### src/rtl/segment_transition_ctl.sv
// -----------------------------------------------------------------------------
// segment_transition_ctl
//
// Owns the active read segment (0/1) of one double-buffered datapath
// (modulation or STM). A segment-change request (segment, mode, value) is
// latched on UPDATE. It is committed once the condition selected by the mode
// holds:
//   SYNC_IDX (0x00) : next LOOP_END
//   SYS_TIME (0x01) : SYS_TIME >= VALUE[SysTimeWidth-1:0]
//   GPIO     (0x02) : rising edge of GPIO_IN[VALUE[1:0]]
//   EXT      (0xF0) : immediately, then auto-swap whenever repetitions end
// The loop repetitions of the active segment are counted. When the count is
// exhausted the block either raises STOP or, in EXT mode, swaps segments.
//
// Ports
//   CLK, RST_N          clock, asynchronous active-low reset
//   UPDATE              one-cycle pulse, latch REQ_SEGMENT/MODE/VALUE
//   REQ_SEGMENT         requested read segment
//   MODE, VALUE         transition mode and its parameter
//   REP0, REP1          repetitions of segment 0/1 (loops = REP+1, all-ones = infinite)
//   SYS_TIME            free-running synchronized system time
//   GPIO_IN             synchronized external trigger inputs
//   LOOP_END            last index of the active segment consumed
//   SEGMENT             active read segment
//   START               one-cycle pulse on every commit (index counter restarts)
//   STOP                repetitions of the active segment exhausted
//   PENDING             a request is latched but not yet committed
//   ERR                 sticky unsupported-mode flag, cleared by next valid UPDATE
// -----------------------------------------------------------------------------
module segment_transition_ctl #(
    parameter int SysTimeWidth = 56,
    parameter int RepWidth     = 16
) (
    input  logic                    CLK,
    input  logic                    RST_N,
    input  logic                    UPDATE,
    input  logic                    REQ_SEGMENT,
    input  logic [7:0]              MODE,
    input  logic [63:0]             VALUE,
    input  logic [RepWidth-1:0]     REP0,
    input  logic [RepWidth-1:0]     REP1,
    input  logic [SysTimeWidth-1:0] SYS_TIME,
    input  logic [3:0]              GPIO_IN,
    input  logic                    LOOP_END,
    output logic                    SEGMENT,
    output logic                    START,
    output logic                    STOP,
    output logic                    PENDING,
    output logic                    ERR
);

    localparam logic [7:0] MODE_SYNC_IDX = 8'h00;
    localparam logic [7:0] MODE_SYS_TIME = 8'h01;
    localparam logic [7:0] MODE_GPIO     = 8'h02;
    localparam logic [7:0] MODE_EXT      = 8'hF0;

    typedef enum logic [1:0] {
        ST_RUN       = 2'd0,
        ST_WAIT_LOOP = 2'd1,
        ST_WAIT_TIME = 2'd2,
        ST_WAIT_GPIO = 2'd3
    } state_t;

    state_t                  state_q,    state_d;
    logic                    segment_q,  segment_d;
    logic                    start_q,    start_d;
    logic                    stop_q,     stop_d;
    logic                    pending_q,  pending_d;
    logic                    err_q,      err_d;
    logic                    ext_mode_q, ext_mode_d;
    logic                    req_seg_q,  req_seg_d;
    logic [SysTimeWidth-1:0] req_val_q,  req_val_d;
    logic [RepWidth-1:0]     loop_cnt_q, loop_cnt_d;
    logic [3:0]              gpio_prev_q;

    logic [RepWidth-1:0]     rep_sel_s;
    logic                    rep_inf_s;
    logic                    mode_valid_s;
    logic                    cond_met_s;
    logic                    eor_s;
    logic [1:0]              gpio_sel_s;

    // Only the low SysTimeWidth bits of VALUE are stored; the rest is folded
    // into a sink so every input bit is consumed.
    logic                    unused_value_s;
    assign unused_value_s = ^VALUE;

    assign rep_sel_s  = segment_q ? REP1 : REP0;
    assign rep_inf_s  = &rep_sel_s;
    assign gpio_sel_s = req_val_q[1:0];

    // Supported transition modes.
    always_comb begin
        case (MODE)
            MODE_SYNC_IDX: mode_valid_s = 1'b1;
            MODE_SYS_TIME: mode_valid_s = 1'b1;
            MODE_GPIO:     mode_valid_s = 1'b1;
            MODE_EXT:      mode_valid_s = 1'b1;
            default:       mode_valid_s = 1'b0;
        endcase
    end

    // Commit condition of the pending request for the current wait state.
    always_comb begin
        case (state_q)
            ST_WAIT_LOOP: cond_met_s = LOOP_END;
            ST_WAIT_TIME: cond_met_s = (SYS_TIME >= req_val_q);
            ST_WAIT_GPIO: cond_met_s = GPIO_IN[gpio_sel_s] & ~gpio_prev_q[gpio_sel_s];
            ST_RUN:       cond_met_s = 1'b0;
            default:      cond_met_s = 1'b0;
        endcase
    end

    // Next-state logic: UPDATE has priority over a commit condition, and a
    // commit has priority over repetition counting.
    always_comb begin
        state_d    = state_q;
        segment_d  = segment_q;
        start_d    = 1'b0;
        stop_d     = stop_q;
        pending_d  = pending_q;
        err_d      = err_q;
        ext_mode_d = ext_mode_q;
        req_seg_d  = req_seg_q;
        req_val_d  = req_val_q;
        loop_cnt_d = loop_cnt_q;
        eor_s      = 1'b0;

        // Repetition counting; overridden below whenever a commit happens.
        // Once STOP is raised further loop ends are ignored.
        if (LOOP_END && !stop_q && !rep_inf_s) begin
            if (loop_cnt_q == rep_sel_s) begin
                eor_s = 1'b1;
            end else if (loop_cnt_q != {RepWidth{1'b1}}) begin
                loop_cnt_d = loop_cnt_q + {{(RepWidth-1){1'b0}}, 1'b1};
            end else begin
                loop_cnt_d = loop_cnt_q;
            end
        end else begin
            eor_s = 1'b0;
        end

        if (UPDATE) begin
            // Any new request drops the pending one and leaves EXT behaviour.
            ext_mode_d = 1'b0;
            pending_d  = 1'b0;
            state_d    = ST_RUN;
            if (eor_s) begin
                stop_d = 1'b1;
            end else begin
                stop_d = stop_q;
            end
            if (!mode_valid_s) begin
                err_d = 1'b1;
            end else begin
                err_d     = 1'b0;
                req_seg_d = REQ_SEGMENT;
                req_val_d = VALUE[SysTimeWidth-1:0];
                if ((REQ_SEGMENT == segment_q) || (MODE == MODE_EXT)) begin
                    // Same segment or EXT: restart right away.
                    segment_d  = REQ_SEGMENT;
                    start_d    = 1'b1;
                    loop_cnt_d = {RepWidth{1'b0}};
                    stop_d     = 1'b0;
                    ext_mode_d = (MODE == MODE_EXT);
                end else begin
                    pending_d = 1'b1;
                    case (MODE)
                        MODE_SYNC_IDX: state_d = ST_WAIT_LOOP;
                        MODE_SYS_TIME: state_d = ST_WAIT_TIME;
                        MODE_GPIO:     state_d = ST_WAIT_GPIO;
                        default: begin
                            state_d   = ST_RUN;
                            pending_d = 1'b0;
                        end
                    endcase
                end
            end
        end else if (cond_met_s) begin
            segment_d  = req_seg_q;
            start_d    = 1'b1;
            loop_cnt_d = {RepWidth{1'b0}};
            stop_d     = 1'b0;
            pending_d  = 1'b0;
            state_d    = ST_RUN;
        end else if (eor_s) begin
            if (ext_mode_q) begin
                // Auto-swap; ext_mode stays set so the ping-pong continues.
                segment_d  = ~segment_q;
                start_d    = 1'b1;
                loop_cnt_d = {RepWidth{1'b0}};
                stop_d     = 1'b0;
            end else begin
                stop_d = 1'b1;
            end
        end else begin
            state_d = state_q;
        end
    end

    // State and output registers.
    always_ff @(posedge CLK or negedge RST_N) begin
        if (!RST_N) begin
            state_q     <= ST_RUN;
            segment_q   <= 1'b0;
            start_q     <= 1'b0;
            stop_q      <= 1'b0;
            pending_q   <= 1'b0;
            err_q       <= 1'b0;
            ext_mode_q  <= 1'b0;
            req_seg_q   <= 1'b0;
            req_val_q   <= {SysTimeWidth{1'b0}};
            loop_cnt_q  <= {RepWidth{1'b0}};
            gpio_prev_q <= 4'b0000;
        end else begin
            state_q     <= state_d;
            segment_q   <= segment_d;
            start_q     <= start_d;
            stop_q      <= stop_d;
            pending_q   <= pending_d;
            err_q       <= err_d;
            ext_mode_q  <= ext_mode_d;
            req_seg_q   <= req_seg_d;
            req_val_q   <= req_val_d;
            loop_cnt_q  <= loop_cnt_d;
            // Edge reference is sampled in every state.
            gpio_prev_q <= GPIO_IN;
        end
    end

    assign SEGMENT = segment_q;
    assign START   = start_q;
    assign STOP    = stop_q;
    assign PENDING = pending_q;
    assign ERR     = err_q;

endmodule

### config.mk
export PLATFORM = sky130hd
export DESIGN_NAME = segment_transition_ctl
export DESIGN_NICKNAME = d
export VERILOG_FILES = /design/src/rtl/segment_transition_ctl.sv
export SDC_FILE = /design/constraint.sdc
export NUM_CORES = 1
export LEC_CHECK = 0
export CAP_MARGIN = 0
export CORE_ASPECT_RATIO = 0.7
export CORE_MARGIN = 2
export CORE_UTILIZATION = 48
export CTS_BUF_LIST = sky130_fd_sc_hd__clkbuf_4 sky130_fd_sc_hd__clkbuf_8
export CTS_CLUSTER_DIAMETER = 60
export CTS_CLUSTER_SIZE = 14
export DETAILED_ROUTE_END_ITERATION = 10
export GPL_ROUTABILITY_DRIVEN = 0
export PLACE_DENSITY = 0.79
export SYNTH_ARGS = -nofsm -noshare
export SYNTH_HDL_FRONTEND = slang
export SYNTH_SLANG_ARGS = --single-unit
### constraint.sdc
create_clock -name CLK -period 3.5 [get_ports CLK]
set_clock_uncertainty 0.15 [all_clocks]
set_input_delay 0.875 -clock CLK [delete_from_list [all_inputs] [get_ports CLK]]
set_output_delay 0.875 -clock CLK [all_outputs]
set_load 0.01 [all_outputs]
==> Word-level counts from Yosys, hierarchy flattened <==
Index checks and enable logic that the tools add are counted.
{ "op_classes": {"addsub": 1, "n_lt_le_gt_ge": 2, "n_eq_ne": 11, "mux": 50, "bitwise_logic": 3, "reduce_logical": 15} }
{ "op_table": {"columns": ["operator", "n"], "rows": [
  ["two-way mux 16 bit", 10],
  [">= comparator 56 bit", 1],
  ["two-way mux 1 bit", 32],
  ["adder 16 x 1 -> 16 bit (second input constant)", 1],
  ["== test 16 bit", 1],
  ["inequality test 16 bit (second input constant)", 1],
  ["AND reduction 16 bit", 1],
  ["== test 8 x 1 -> 1 bit (second input constant)", 1],
  ["== test 8 x 2 -> 1 bit (second input constant)", 1],
  ["== test 8 bit (second input constant)", 1],
  ["logical NOT 8 bit", 1],
  ["two-way mux 2 bit", 4],
  ["case mux 2 bit (3 select lines)", 1],
  ["nonzero test 3 bit", 2],
  ["binary-select mux 1 bit (select 2 bit)", 2],
  ["== test 2 bit (second input constant)", 2],
  ["inequality test 2 x 1 -> 1 bit (second input constant)", 2],
  ["case mux 1 bit (4 select lines)", 1],
  ["AND reduction 4 bit", 1],
  ["OR reduction 4 bit", 1],
  ["< comparator 2 x 3 -> 1 bit (second input constant)", 1],
  ["OR reduction 3 bit", 1],
  ["== test 2 x 1 -> 1 bit (second input constant)", 1],
  ["logical AND 1 bit", 2],
  ["other kinds (8)", 10]
]} }
{ "word_totals": {"ff_bits": 85, "inputBits": 169, "out_inout_bits": 5, "wordCells": 93} }

==> Depth between registers and ports, before layout <==
{ "logic_depth": {"depth_word": 9, "depth_mapped": 10, "mapped_depth_nobuf": 9} }

==> Worst setup path after synthesis <==
OpenSTA, ideal clock, no wires.
{ "synth_timing": {"path_type": "input to register", "from": "in SYS_TIME[22]", "to": "reg loop_cnt_q[15]", "setup_time_ns": 0.086, "arrival_time_ns": 2.951, "setup_slack_ns": 0.313, "path_stages": 9, "cell_sequence": "ha_1 > nand4_1 > nor4_1 > a221oi_1 > nor2_1 > o41ai_1 > a31oi_4 > buf_4 > nor3_1"} }
{ "synth_between": {"elab_chain_cells": 4} }
{ "synth_rtl": {"columns": ["item", "line_no", "text"], "rows": [
  ["from (decl)", "42", "input logic [SysTimeWidth-1:0] SYS_TIME,"],
  [">= comparator 56 bit", "107", "ST_WAIT_TIME: cond_met_s = (SYS_TIME >= req_val_q);"],
  ["case mux 1 bit (4 select lines)", "105", "case (state_q)"],
  ["two-way mux 16 bit", "179", "end else if (cond_met_s) begin"],
  ["two-way mux 16 bit", "143", "if (UPDATE) begin"],
  ["named net loop_cnt_d[15]", "73", "logic [RepWidth-1:0] loop_cnt_q, loop_cnt_d;"],
  ["to (signal assigned)", "213", "loop_cnt_q <= {RepWidth{1'b0}};"],
  ["to (signal assigned)", "225", "loop_cnt_q <= loop_cnt_d;"],
  ["to (decl)", "73", null]
]} }
The timed path passes the listed nets, and every way through them passes these cells.
A chain may end at the register's enable or synchronous reset.

==> Worst setup path after layout <==
{ "layout_timing": {"from": "in SYS_TIME[46]", "to": "reg segment_q (netlist: SEGMENT)"} }
{ "layout_between": {"elab_chain_cells": 4, "elab_cells_between_ends": 7} }
{ "layout_rtl": {"columns": ["item", "line_no", "text"], "rows": [
  [">= comparator 56 bit (*)", "107", null],
  ["case mux 1 bit (4 select lines) (*)", "105", null],
  ["nonzero test 3 bit (no line) or two-way mux 1 bit (tied branches)", null, null],
  ["AND reduction 4 bit (no line) or two-way mux 1 bit (tied branches)", null, null],
  ["to (signal assigned)", "217", "segment_q <= segment_d;"],
  ["to (decl)", "65", "logic segment_q, segment_d;"]
]} }
Every way passes the cells marked *; elsewhere a longest branch is shown, timed or not.

==> flow_metrics.py <==
metrics = {
    "status": {
        "status": "completed",
    },
    "die": {
        "start_util": 0.496,
        "core-area_sq_um": 11100,
        "ios": 174,
        "die_width_microns": 132,
        "dieArea_sq_um": 12300,
        "num_rows": 32,
        "die_y_microns": 93.4,
    },
    "yosys": {
        "synth_area_sq_um": 5480,
        "synth_top_area_share": 0.388,
        "avgSynthCellArea_sq_um": 10.3,
        "ys_types": 54,
        "synth_top_area_cell": "dfrtp_1",
        "syn-num-nets": 760,
        "yosys_warnings": 0,
        "synth_ff_type": "dfrtp_1",
        "ys_seq_elements": 85,
        "yosys-top-cells-area": "dfrtp_1, ha_1, mux2_2, inv_1, mux2i_1",
        "ys_seq_area_frac": 0.388,
        "synthArstFlopShare": 1.00,
        "syn_inst": 534,
        "synth_edf_count": 0,
    },
    "finish": {
        "final_common_cell": "clkdlybuf4s50_1",
        "seqCellArea_sq_um": 2130,
        "stdcell_count": 883,
        "insertedDiodeCount": 0,
        "n_fill_cell": 833,
        "layout_common_cells": "clkdlybuf4s50_1, dfrtp_1, inv_1, mux2_2, ha_1",
        "syn_to_final_growth_pct": 40.6,
        "multi_input_comb_area_sq_um": 3050,
        "final_cell_area_sq_um": 7700,
        "final_net_count": 951,
        "drive_gt1_frac": 0.158,
    },
    "min_path": {
        "holdPathStages": 1,
        "hold_start": "PENDING",
        "hold_class": "reg2reg",
        "whs_endpoint": "PENDING",
    },
    "sta": {
        "post-route-period-util": 0.966,
        "drv_slew": 0,
        "worst_pin_slew_ns": 1.08,
        "fmax_ghz": 0.296,
        "rsz0062_at_grt": "yes",
        "finalCriticalPeriod_ns": 3.38,
        "hold_viol_final": 0,
        "setup_violations": 0,
        "max-slew-margin-rel": 0.280,
    },
    "clocking": {
        "cts_buffer_depth": 2,
        "cts_buffers": 9,
        "postCtsHoldBufs": 0,
        "cts_tree": "done",
        "cts.reportedPaths.clkPinSlew_ns": 0.09,
        "htreeDepth": 3,
        "clk_latency_ns": 0.36,
        "clock_sinks": 85,
        "root_buffer": "clkbuf_8",
    },
    "worst_setup_path": {
        "worstPathArrival_ns": 3.47,
        "crit_path_start_kind": "input pin",
        "timing.rr.start": "SEGMENT",
        "r2r_cells": 10,
        "criticalPathCategory": "in2reg",
        "critical_path.endpoint_type": "register",
        "critical_path.max_fanout": 3,
        "rrSetupSlack_ns": 0.46,
        "rr_endpoint": "loop_cnt_q[4]",
        "crit_required_ns": 3.59,
    },
    "grt": {
        "grt_pass1_vias": 4882,
        "overflow": 0,
        "grt.total_usage": 0.244,
        "antenna_found_initial": 0,
        "grt_max_degree": 86,
        "grt_pass1_wl_microns": 23600,
    },
    "route": {
        "via_per_inst": 5.42,
        "dr.first_iter.drc_count": 249,
        "drt_pass1_iterations": 5,
        "drc": 0,
        "via_count": 4789,
        "routed_wl_microns": 14700,
        "ant_nets": 0,
        "wl_per_cell_microns": 16.6,
    },
    "pwr": {
        "power.density_nw_per_um2": 348,
        "p_leak_nw": 3.41,
        "vdd_drop_max_uv": 183,
    },
    "place": {
        "io_buffers": 165,
        "placedCellCount": 865,
        "place_hpwl_microns": 11700,
        "placed_cell_area_sq_um": 7460,
    },
    "flow_run": {
        "max_cap_viol_count": 0,
    },
}
power by group:
group | total [W] | internal (W) | switching (W)
clock network | 0.000697 | 0.000333 | 0.000364
registers | 0.00118 | 0.00110 | 0.0000841
logic | 0.000801 | 0.000461 | 0.000340
critical path, cell delays in order:
cell             delay, ns
clkdlybuf4s50_1       0.41
ha_1                  0.30
nand4_1               0.15
nor4_2                0.34
buf_4                 0.17
nand4_1               0.15
a31oi_2               0.27
nor3_1                0.08
buf_4                 0.16
buf_4                 0.13
and2_1                0.16
a211o_1               0.26
how the worst max path moves through the flow:
stage | to | depth (start not counted) | slack (ns) | startpoint
6_report | SEGMENT | 12 | 0.12 | SYS_TIME[46]
4_1_cts | SEGMENT | 12 | 0.009 | SYS_TIME[45]
3_3_place_gp | loop_cnt_q[10] | 11 | -0.42 | SYS_TIME[45]
5_1_grt | SEGMENT | 12 | -0.01 | SYS_TIME[47]
3_5_place_dp | loop_cnt_q[10] | 10 | -0.48 | SYS_TIME[22]
2_1_floorplan | loop_cnt_q[15] | 9 | 0.31 | SYS_TIME[22]
cell type report:
cell class                 count  share of cell area
clock buffer                   9              0.0161
clock inverter                 7             0.00958
inverter                      68              0.0331
multi-input combinational    367               0.396
sequential                    85               0.276
tap                          153              0.0249
timing repair buffer         194               0.244
routing by layer:
metal	GRT usage	part of all wire
met1	0.326	0.46
met2	0.398	0.46
met3	0.0645	0.072
met4	0.0625	0.013
met5	0	0
logic make-up (layout without fill, tap and decap cells):
logic type | after synthesis | count (layout) | synth area share
AND/OR/NAND/NOR | 136 | 136 | 0.140
flip-flops | 85 | 85 | 0.388
buffers and inverters | 82 | 278 | 0.0594
multiplexers | 78 | 78 | 0.156
AO/OA/AOI/OAI | 74 | 74 | 0.0912
adder cells (fa/ha/maj) | 57 | 57 | 0.130
XOR/XNOR | 22 | 22 | 0.0352
repair_timing:
| action | 4_1_cts | 5_1_grt |
|---|---|---|
| setup endpoints to repair | 10 | 19 |
| pin swaps | 1 | 1 |
| gates resized for setup | 1 | 4 |
| setup buffers | 2 | 0 |
sequential cells by signal, summed over array words and instances (netlist names):
signal       flops
req_val_q       56
ext_mode_q       1
state_q          2
req_seg_q        1
SEGMENT          1
loop_cnt_q      16
PENDING          1
gpio_prev_q      4
STOP             1
START            1
ERR              1
metrics by stage:
stage          utilization  total power (W)  hold slack [ns]  setup WS (ns)  setup TNS, ns
6_report             0.697          0.00268            0.352          0.119              0
4_1_cts              0.695          0.00270            0.354        0.00907              0
2_1_floorplan            -          0.00161            0.315          0.313              0
3_5_place_dp         0.675          0.00199            0.334         -0.475          -7.75
5_1_grt              0.697          0.00285            0.368        -0.0131        -0.0131
3_3_place_gp         0.675          0.00194            0.327         -0.415          -6.27
synth_stat cells, drive strengths merged, types with 3 or more instances:
library cell	instances
a31oi	4
nor2	18
nor2b	4
a221oi	3
inv	68
and2	3
nor4	9
nand3	14
nor3b	5
clkbuf	7
dfrtp	85
a211oi	4
buf	7
mux2	58
o41ai	3
a21o	4
a21oi	27
mux2i	20
nand2b	3
nor3	10
nor4b	5
xnor2	8
nand4	28
and3	5
nand2	26
xor2	14
o21ai	10
ha	57
Power figures use the tool's default switching activity.
